`src/rtl/rtc_pkg.sv`:
```
// Shared definitions for the rtc_clock command sequencer: command codes,
// field limits, operation/state encodings and the captured request payload.
package rtc_pkg;

  localparam int unsigned CMD_W   = 3;
  localparam int unsigned DATA_W  = 10;
  localparam int unsigned HOURS_W = 5;
  localparam int unsigned MIN_W   = 6;
  localparam int unsigned SEC_W   = 6;
  localparam int unsigned MS_W    = 10;

  localparam logic [CMD_W-1:0] CMD_SET_HOURS        = 3'b111;
  localparam logic [CMD_W-1:0] CMD_SET_MINUTES      = 3'b110;
  localparam logic [CMD_W-1:0] CMD_SET_SECONDS      = 3'b101;
  localparam logic [CMD_W-1:0] CMD_SET_MILLISECONDS = 3'b011;
  localparam logic [CMD_W-1:0] CMD_RESET_TIME       = 3'b010;

  localparam int unsigned HOURS_MAX   = 24;
  localparam int unsigned MINUTES_MAX = 60;
  localparam int unsigned SECONDS_MAX = 60;
  localparam int unsigned MS_MAX      = 1000;

  typedef enum logic {
    OP_LOAD  = 1'b0,
    OP_CLEAR = 1'b1
  } rtc_op_e;

  typedef enum logic [2:0] {
    ST_IDLE = 3'd0,
    ST_CLR  = 3'd1,
    ST_HRS  = 3'd2,
    ST_MIN  = 3'd3,
    ST_SEC  = 3'd4,
    ST_MS   = 3'd5
  } rtc_state_e;

  typedef struct packed {
    rtc_op_e              op;
    logic [HOURS_W-1:0]   hours;
    logic [MIN_W-1:0]     minutes;
    logic [SEC_W-1:0]     seconds;
    logic [MS_W-1:0]      ms;
  } rtc_req_t;

  // True when every time field of a LOAD is a legal clock value.
  function automatic logic req_in_range(input rtc_req_t r);
    return (r.hours   < HOURS_W'(HOURS_MAX))   &&
           (r.minutes < MIN_W'(MINUTES_MAX))   &&
           (r.seconds < SEC_W'(SECONDS_MAX))   &&
           (r.ms      < MS_W'(MS_MAX));
  endfunction

endpackage

```
`src/rtl/rtc_set_sequencer_rr_arbiter.sv`:
```
// Round-robin arbiter: combinational one-hot grant, searching from the
// requester after the last accepted one; pointer moves only on acceptance.
module rr_arbiter #(
  parameter int unsigned N = 2
) (
  input  logic         clk,
  input  logic         rst_n,
  input  logic [N-1:0] req,
  input  logic         upd,
  output logic [N-1:0] grant_c
);

  localparam int unsigned PW = (N > 1) ? $clog2(N) : 1;

  logic [PW-1:0] last_q;
  logic [PW-1:0] win_c;
  logic [PW-1:0] idx_c;
  logic          found_c;

  // First asserted request at offset 1..N from the last grant wins.
  always_comb begin
    grant_c = '0;
    win_c   = last_q;
    idx_c   = '0;
    found_c = 1'b0;
    for (int unsigned k = 1; k <= N; k++) begin
      idx_c = PW'((32'(last_q) + k) % N);
      if (!found_c && req[idx_c]) begin
        found_c        = 1'b1;
        grant_c[idx_c] = 1'b1;
        win_c          = idx_c;
      end
    end
  end

  always_ff @(posedge clk or negedge rst_n) begin
    if (!rst_n) begin
      last_q <= PW'(N - 1);
    end else if (upd) begin
      last_q <= win_c;
    end
  end

endmodule

```
`src/rtl/rtc_set_sequencer.sv`:
```
// Arbitrates NUM_REQ requesters onto the rtc_clock command port and expands
// each accepted LOAD/CLEAR into a burst of single-cycle commands.
module rtc_set_sequencer
  import rtc_pkg::*;
#(
  parameter int unsigned NUM_REQ = 2
) (
  input  logic                              clk_i,
  input  logic                              rst_n_i,
  input  logic [NUM_REQ-1:0]                req_valid_i,
  output logic [NUM_REQ-1:0]                req_ready_o,
  input  logic [NUM_REQ-1:0]                req_op_i,
  input  logic [NUM_REQ-1:0][HOURS_W-1:0]   req_hours_i,
  input  logic [NUM_REQ-1:0][MIN_W-1:0]     req_minutes_i,
  input  logic [NUM_REQ-1:0][SEC_W-1:0]     req_seconds_i,
  input  logic [NUM_REQ-1:0][MS_W-1:0]      req_ms_i,
  output logic [NUM_REQ-1:0]                done_o,
  output logic [NUM_REQ-1:0]                err_o,
  output logic                              cmd_valid_o,
  output logic [CMD_W-1:0]                  cmd_type_o,
  output logic [DATA_W-1:0]                 cmd_data_o
);

  rtc_state_e          state_q, state_d;
  rtc_req_t            cap_q, cap_d, sel_c;
  logic [NUM_REQ-1:0]  owner_q, owner_d;
  logic [NUM_REQ-1:0]  grant_c;
  logic [NUM_REQ-1:0]  done_d, err_d;
  logic                accept_c;
  logic                cmd_valid_d;
  logic [CMD_W-1:0]    cmd_type_d;
  logic [DATA_W-1:0]   cmd_data_d;

  rr_arbiter #(.N(NUM_REQ)) u_arb (
    .clk     (clk_i),
    .rst_n   (rst_n_i),
    .req     (req_valid_i),
    .upd     (accept_c),
    .grant_c (grant_c)
  );

  assign req_ready_o = (state_q == ST_IDLE) ? grant_c : '0;
  assign accept_c    = |(req_valid_i & req_ready_o);

  // Fields of the current winner, ready to be captured on acceptance.
  always_comb begin
    sel_c = '0;
    for (int unsigned i = 0; i < NUM_REQ; i++) begin
      if (grant_c[i]) begin
        sel_c.op      = rtc_op_e'(req_op_i[i]);
        sel_c.hours   = req_hours_i[i];
        sel_c.minutes = req_minutes_i[i];
        sel_c.seconds = req_seconds_i[i];
        sel_c.ms      = req_ms_i[i];
      end
    end
  end

  // Next state plus the values the output registers take on this edge.
  always_comb begin
    state_d     = state_q;
    cap_d       = cap_q;
    owner_d     = owner_q;
    done_d      = '0;
    err_d       = '0;
    cmd_valid_d = 1'b0;
    cmd_type_d  = '0;
    cmd_data_d  = '0;
    unique case (state_q)
      ST_IDLE: begin
        if (accept_c) begin
          cap_d   = sel_c;
          owner_d = req_ready_o;
          if ((sel_c.op == OP_LOAD) && !req_in_range(sel_c)) begin
            done_d = req_ready_o;
            err_d  = req_ready_o;
          end else begin
            state_d     = ST_CLR;
            cmd_valid_d = 1'b1;
            cmd_type_d  = CMD_RESET_TIME;
          end
        end
      end
      ST_CLR: begin
        if (cap_q.op == OP_CLEAR) begin
          state_d = ST_IDLE;
          done_d  = owner_q;
        end else begin
          state_d     = ST_HRS;
          cmd_valid_d = 1'b1;
          cmd_type_d  = CMD_SET_HOURS;
          cmd_data_d  = DATA_W'(cap_q.hours);
        end
      end
      ST_HRS: begin
        state_d     = ST_MIN;
        cmd_valid_d = 1'b1;
        cmd_type_d  = CMD_SET_MINUTES;
        cmd_data_d  = DATA_W'(cap_q.minutes);
      end
      ST_MIN: begin
        state_d     = ST_SEC;
        cmd_valid_d = 1'b1;
        cmd_type_d  = CMD_SET_SECONDS;
        cmd_data_d  = DATA_W'(cap_q.seconds);
      end
      // Milliseconds written last so the loaded value is exact.
      ST_SEC: begin
        state_d     = ST_MS;
        cmd_valid_d = 1'b1;
        cmd_type_d  = CMD_SET_MILLISECONDS;
        cmd_data_d  = DATA_W'(cap_q.ms);
      end
      ST_MS: begin
        state_d = ST_IDLE;
        done_d  = owner_q;
      end
      default: state_d = ST_IDLE;
    endcase
  end

  always_ff @(posedge clk_i or negedge rst_n_i) begin
    if (!rst_n_i) begin
      state_q     <= ST_IDLE;
      cap_q       <= '0;
      owner_q     <= '0;
      done_o      <= '0;
      err_o       <= '0;
      cmd_valid_o <= 1'b0;
      cmd_type_o  <= '0;
      cmd_data_o  <= '0;
    end else begin
      state_q     <= state_d;
      cap_q       <= cap_d;
      owner_q     <= owner_d;
      done_o      <= done_d;
      err_o       <= err_d;
      cmd_valid_o <= cmd_valid_d;
      cmd_type_o  <= cmd_type_d;
      cmd_data_o  <= cmd_data_d;
    end
  end

endmodule

```
`config.mk`:
```
export PLATFORM = sky130hd
export DESIGN_NAME = rtc_set_sequencer
export DESIGN_NICKNAME = d
export VERILOG_FILES = /design/src/rtl/rtc_pkg.sv /design/src/rtl/rtc_set_sequencer_rr_arbiter.sv /design/src/rtl/rtc_set_sequencer.sv
export SDC_FILE = /design/constraint.sdc
export NUM_CORES = 1
export LEC_CHECK = 0
export CAP_MARGIN = 5
export CORE_ASPECT_RATIO = 0.7
export CORE_MARGIN = 4
export CORE_UTILIZATION = 41
export CTS_CLUSTER_DIAMETER = 200
export DETAILED_ROUTE_END_ITERATION = 7
export GPL_ROUTABILITY_DRIVEN = 1
export HOLD_SLACK_MARGIN = 0.05
export PLACE_DENSITY = 0.76
export SLEW_MARGIN = 25
export SYNTH_ARGS = -nofsm -noshare
export SYNTH_HDL_FRONTEND = slang
export SYNTH_SLANG_ARGS = --single-unit
```
`constraint.sdc`:
```
create_clock -name clk_i -period 2 [get_ports clk_i]
set_input_delay 0.3 -clock clk_i [delete_from_list [all_inputs] [get_ports clk_i]]
set_output_delay 0.3 -clock clk_i [all_outputs]
set_load 0.01 [all_outputs]
```
==> flow_summary.yaml, run 1 <==
critical_path:
  arrival_ns: 2.28
  critical_path_class: "flop to flop"
  crit_fanout: 7
  required_ns: 2.20
  r2r_setup_slack_ns: -0.08
  crit_path_start_kind: "flop"
  worst_setup_path_end_kind: "flop"
  worstRegToRegCells: 9
layout:
  antenna_cells: 0
  syn_to_final_growth_pct: 59.6
  layout-drive-gt1-share_pct: 22.1
  postLayoutCellArea_um2: 3740
  nNetsFinal: 398
  fillers: 419
detailed_routing:
  firstDrtPassIters: 4
  drc: 0
  vias: 2208
  wirelength_um: 6520
  drtAntennaViolNets: 0
  drt-vias-per-instance: 5.37
  wire_per_inst_um: 15.9
  drt_iter0_drc: 112
clock_tree:
  cts_sinks: 52
  cts_tree: "yes"
  h-tree-depth: 2
  clock_path_buffers: 2
  clock_latency_ns: 0.30
  path_clk_slew_ns: 0.09
  root_buffer: "clkbuf_8"
  numCtsBuffers: 5
synth:
  synthFlopType: "dfrtp_1"
  synthArstFlopShare_pct: 100
  ys_top_cells_by_area: "dfrtp_1 (54%), a22oi_1 (6.7%), o21ai_0 (6.6%), nand2_1 (6.1%), a32oi_1 (5.6%)"
  synth_edf_count: 0
  synth_area_um2: 2340
  synth_top_area_share_pct: 54.5
  yosysUniqueCellTypes: 35
  synth_area_per_cell_um2: 10.1
  yosysMostFrequentCell: "dfrtp_1"
  yosys_warnings: 0
  synth_common_cells: "dfrtp_1 (51), nand2_1 (38), o21ai_0 (31)"
  synth_top_area_cell: "dfrtp_1"
  synth_nets: 293
  synth_seq_area_share_pct: 55.6
  synth-seq-cells: 52
  syn_inst: 233
pwr:
  powerDensity_nw_per_um2: 1210
  peakVddDrop_uv: 548
  p_int_mw: 2.83
  leakagePower_nw: 1.63
  p_sw_share_pct: 37.3
  clkPwrFrac_pct: 13.8
  sequentialPowerShare_pct: 37.4
  comb_power_share_pct: 48.8
  switching_power_mw: 1.68
timing:
  slew_violations: 0
  fin_ws_ns: -0.0752
  hold_viol_final: 0
  fin_tns_setup_ns: -0.290
  worst_slew_pin_slew_ns: 0.562
  period_minus_slack_ns: 2.08
  relSlewSlack_pct: 62.6
  fmax_mhz: 482
  period_share_pct: 104
  rsz0062_at_grt: "yes"
  setup_viol: 6
  skew_ns: 0.00784
placed_design:
  placed_area_um2: 3370
  globalplace.congestion: 0.859
  pre_cts_slack_ns: -0.394
  dp_hpwl_um: 4740
  port_buffers: 79
die:
  floorplan.initialDensity_pct: 43.4
  boundaryPins: 80
  dieWidth_um: 98.3
  coreArea_um2: 5400
  dieHeight_um: 71.2
  row_count: 22
  die-area_um2: 7010
global_route:
  grt_pass1_wl_um: 10300
  antenna_found_initial: 0
  grt_pass1_vias: 2146
  grt_max_degree: 29
  grtUsageTotal_pct: 18.1
  globalRoute.totalOverflow: 0
worst_hold_path:
  hp-class: "flop to flop"
  hold_depth: 1
run_status:
  violations: "negative setup slack"
  outcome: "finished with violations"
flow_run:
  maxCapViolations: 0
## power by group through the flow
| stage | logic [mW] | registers [mW] | clock network, mW |
|---|---|---|---|
| after CTS | 2.12 | 1.69 | 0.639 |
| after detailed placement | 1.97 | 1.70 | 0 |
| after floorplan | 1.07 | 1.72 | 0 |
| after global routing | 2.41 | 1.74 | 0.679 |
| final | 2.20 | 1.69 | 0.625 |
| after global placement | 1.93 | 1.69 | 0 |
## final cells by class
cell class              count  area [um^2]  area share [%]
flip-flops and latches     52         1300            34.9
repair buffers            116         1130            30.3
clock buffers               6         82.6            2.21
inverters                   5         18.8           0.502
well taps                  72         90.1            2.41
clock inverters             2         13.8           0.368
multi-input cells         158         1100            29.4
## final timing paths
path | start | to
max in group asynchronous | rst_n_i | u_arb.last_q
worst max register to register | u_arb.last_q | done_o[1]
worst min register to register | cap_q[7] | cmd_data_o[7]
worst max-delay path | u_arb.last_q | done_o[1]
min in group asynchronous | rst_n_i | cmd_data_o[1]
worst min-delay path | cap_q[7] | cmd_data_o[7]
## state kept, by name, summed over array words and instances, names as in the netlist
| name | count |
|---|---|
| cap_q | 28 |
| cmd_data_o | 10 |
| cmd_type_o | 3 |
| state_q | 3 |
| done_o | 2 |
| err_o | 2 |
| owner_q | 2 |
| cmd_valid_o | 1 |
| u_arb.last_q | 1 |
## per-layer routing
layer / GRT usage (%) / up-vias / wire [um]
met5: 0 / - / 0
met4: 3.48 / 0 / 38
met3: 4.18 / 6 / 422
met2: 30.6 / 75 / 3180
met1: 24.2 / 1068 / 2890
li1: - / 1059 / -
## kinds of logic (layout without fill, tap and decap cells)
kind of cell	count (synthesis)	in the layout	synth area share, %
flip-flops	52	52	55.6
buffers and inverters	23	129	4.38
AO/OA/AOI/OAI	88	88	25.6
multiplexers	3	3	1.44
AND/OR/NAND/NOR	67	67	12.9
## cells in the final DEF (no fill, tap or decap), types with 3 or more instances in the layout
cell type,count
clkdlybuf4s50_1,74
dfrtp_1,51
nand2_1,37
o21ai_0,29
buf_4,29
a22oi_1,21
a32oi_2,11
nor2_1,11
clkbuf_8,6
inv_1,5
and2_1,4
a21oi_1,4
dlygate4sd2_1,4
a32oi_1,3
o21ai_2,3
mux2_2,3
o22ai_1,3
buf_12,3
## worst max-delay path: stages (launching register included)
cell and delay, ns:
dfstp_2 0.55, buf_6 0.10, a21boi_4 0.07, buf_12 0.15, a32oi_2 0.22, nor4_1 0.09
or3_4 0.42, o21ai_4 0.18, buf_6 0.14, o21ai_2 0.05
## metrics by stage
stage	util, %	instances	hold WS (ns)	power (mW)
after CTS	67.6	408	0.480	4.44
after detailed placement	62.4	393	0.324	3.67
after floorplan	-	233	0.00441	2.79
after global routing	69.3	411	0.511	4.83
final	69.3	411	0.473	4.52
after global placement	62.4	393	0.320	3.62
## timing repair
action / CTS / global route
hold endpoints to repair: 24 / 0
cloned: 1 / 0
resized for setup: 26 / 13
pin swaps: 12 / 11
setup buffers: 5 / 3
hold buffers: 1 / 0
setup endpoints to repair: 6 / 8
(Power assumes the default switching activity.)
==> run 2, diff against run 1 <==
--- a/config.mk
+++ b/config.mk
@@ -7,13 +7,13 @@
 export LEC_CHECK = 0
 export CAP_MARGIN = 5
 export CORE_ASPECT_RATIO = 0.7
-export CORE_MARGIN = 4
-export CORE_UTILIZATION = 41
+export CORE_MARGIN = 2
+export CORE_UTILIZATION = 45
 export CTS_CLUSTER_DIAMETER = 200
 export DETAILED_ROUTE_END_ITERATION = 7
 export GPL_ROUTABILITY_DRIVEN = 1
 export HOLD_SLACK_MARGIN = 0.05
-export PLACE_DENSITY = 0.76
+export PLACE_DENSITY = 0.79
 export SLEW_MARGIN = 25
 export SYNTH_ARGS = -nofsm -noshare
 export SYNTH_HDL_FRONTEND = slang
==> constraint.sdc (replaced) <==
create_clock -name clk_i -period 2.3 [get_ports clk_i]
set_input_delay 0.345 -clock clk_i [delete_from_list [all_inputs] [get_ports clk_i]]
set_output_delay 0.345 -clock clk_i [all_outputs]
set_load 0.01 [all_outputs]
==> flow_summary.yaml, run 2 (synthesis gave the netlist of run 1 again) <==
run_status:
  outcome: "finished, final reports clean"
critical_path:
  crit_path_start_kind: "input pin"
  crit_fanout: 10
  cpMostUsedCell: "clkdlybuf4s50_1"
  critical_path_class: "input pin to primary output"
  required_ns: 1.96
  crit_start: "req_valid_i[0]"
  path_cells: "clkdlybuf4s50_1, buf_4, and2_4, nand2_1, inv_1, clkdlybuf4s50_1"
  arrival_ns: 1.86
  slowest_stage: "clkdlybuf4s50_1"
  r2r_start: "u_arb.last_q"
  worst_setup_path_end_kind: "primary output"
  cp_slowest_stage_delay_ns: 0.52
pwr:
  switching_power_mw: 1.38
  clkPwrFrac_pct: 15.0
  p_sw_share_pct: 37.3
  sequentialPowerShare_pct: 39.7
  peakVddDrop_uv: 411
  p_int_mw: 2.32
  leakagePower_nw: 1.48
  comb_power_share_pct: 45.3
  powerDensity_nw_per_um2: 1080
detailed_routing:
  firstDrtPassIters: 5
  wire_per_inst_um: 15.1
  drc: 0
  drt-vias-per-instance: 5.48
  drt_iter0_drc: 141
  vias: 2150
  wirelength_um: 5930
  drtAntennaViolNets: 0
layout:
  final_core_util_pct: 69.9
  top_register: "cap_q"
  syn_to_final_growth_pct: 45.9
  regArea_um2: 1300
  largest_register_ffs: 28
  nNetsFinal: 382
  antenna_cells: 0
  final_common_cell: "clkdlybuf4s50_1"
  layout_common_cells: "clkdlybuf4s50_1 (78), dfrtp_1 (51), nand2_1 (38), o21ai_0 (31), a22oi_1 (21)"
  fillers: 381
  layout-drive-gt1-share_pct: 12.1
  multiInputGateArea_um2: 943
  top_regs: "cap_q (28), cmd_data_o (10)"
clock_tree:
  post_cts_buffers: 0
  clock_path_buffers: 2
  path_clk_slew_ns: 0.09
  clock_latency_ns: 0.31
  root_buffer: "clkbuf_8"
  cts_tree: "yes"
  h-tree-depth: 2
  cts_sinks: 52
  numCtsBuffers: 5
timing:
  hold_viol_final: 0
  worst_slew_pin_slew_ns: 0.581
  period_minus_slack_ns: 2.21
  period_share_pct: 96.1
  skew_ns: 0.00785
  setup_viol: 0
  relSlewSlack_pct: 61.2
  fin_hold_ws_ns: 0.482
  fmax_mhz: 453
  slew_violations: 0
  rsz0062_at_grt: "no"
global_route:
  globalRoute.totalOverflow: 0
  grtUsageTotal_pct: 21.9
  antenna_found_initial: 0
  grt_pass1_wl_um: 9980
  grt_max_degree: 28
  grt_pass1_vias: 2096
flow_run:
  maxCapViolations: 0
die:
  boundaryPins: 80
  floorplan.initialDensity_pct: 47.9
  coreArea_um2: 4890
  dieWidth_um: 90.2
  row_count: 21
  die-area_um2: 5810
  dieHeight_um: 64.4
worst_hold_path:
  worstHoldStart: "owner_q[0]"
  hp-class: "flop to flop"
placed_design:
  port_buffers: 79
  globalplace.congestion: 0.865
  dp_hpwl_um: 4510
run 2: what timing repair did:
action | in CTS | in global routing
hold buffers | 1 | 0
setup endpoints to repair | 0 | 1
resized for setup | 0 | 1
hold endpoints to repair | 25 | 0
run 2: final cells by class:
class	count	share of cell area [%]
tap	69	2.53
sequential	52	38.1
clock inverter	2	0.403
multi-input combinational	158	27.6
inverter	5	0.549
clock buffer	6	2.42
timing repair buffer	100	28.4
run 2: power by group through the flow:
stage | combinational [mW] | sequential, mW | clock (mW)
floorplan | 0.934 | 1.49 | 0
global placement | 1.63 | 1.47 | 0
detailed placement | 1.67 | 1.49 | 0
CTS | 1.68 | 1.47 | 0.553
global route | 1.88 | 1.51 | 0.588
finish | 1.68 | 1.47 | 0.554
run 2: per-layer routing:
metal,GRT usage [%],up-vias,part of all wire (%)
met5,0,-,0
met4,7.50,0,1.8
met3,4.83,13,7.1
met2,35.0,85,48
met1,29.9,1026,43
li1,-,1026,-
run 2: stage by stage:
step           instance area [um^2]  instances  power (mW)  TNS [ns]  worst slack, ns
2_1_floorplan                  2340        233        2.43         0            0.358
3_3_place_gp                   3310        383        3.10         0           0.0275
3_5_place_dp                   3310        383        3.15    -0.234          -0.0855
4_1_cts                        3420        392        3.70         0           0.0331
5_1_grt                        3420        392        3.98         0          0.00395
6_report                       3420        392        3.70         0           0.0907
run 2: critical path, delay by kind of cell:
family,cells,cell delay (ns)
buffers and inverters,4,1.26
AND/OR/NAND/NOR,2,0.25
run 2: final timing paths:
kind / to / slack [ns] / cells after the start
setup / recovery: req_ready_o[0] / 0.09 / 6
min in group asynchronous: cmd_data_o[6] / 0.55 / 2
hold / removal: owner_q[0] / 0.48 / 2
max in group asynchronous: u_arb.last_q / 1.13 / 3
hold reg to reg: owner_q[0] / 0.48 / 2
setup reg to reg: cmd_type_o[1] / 0.24 / 7
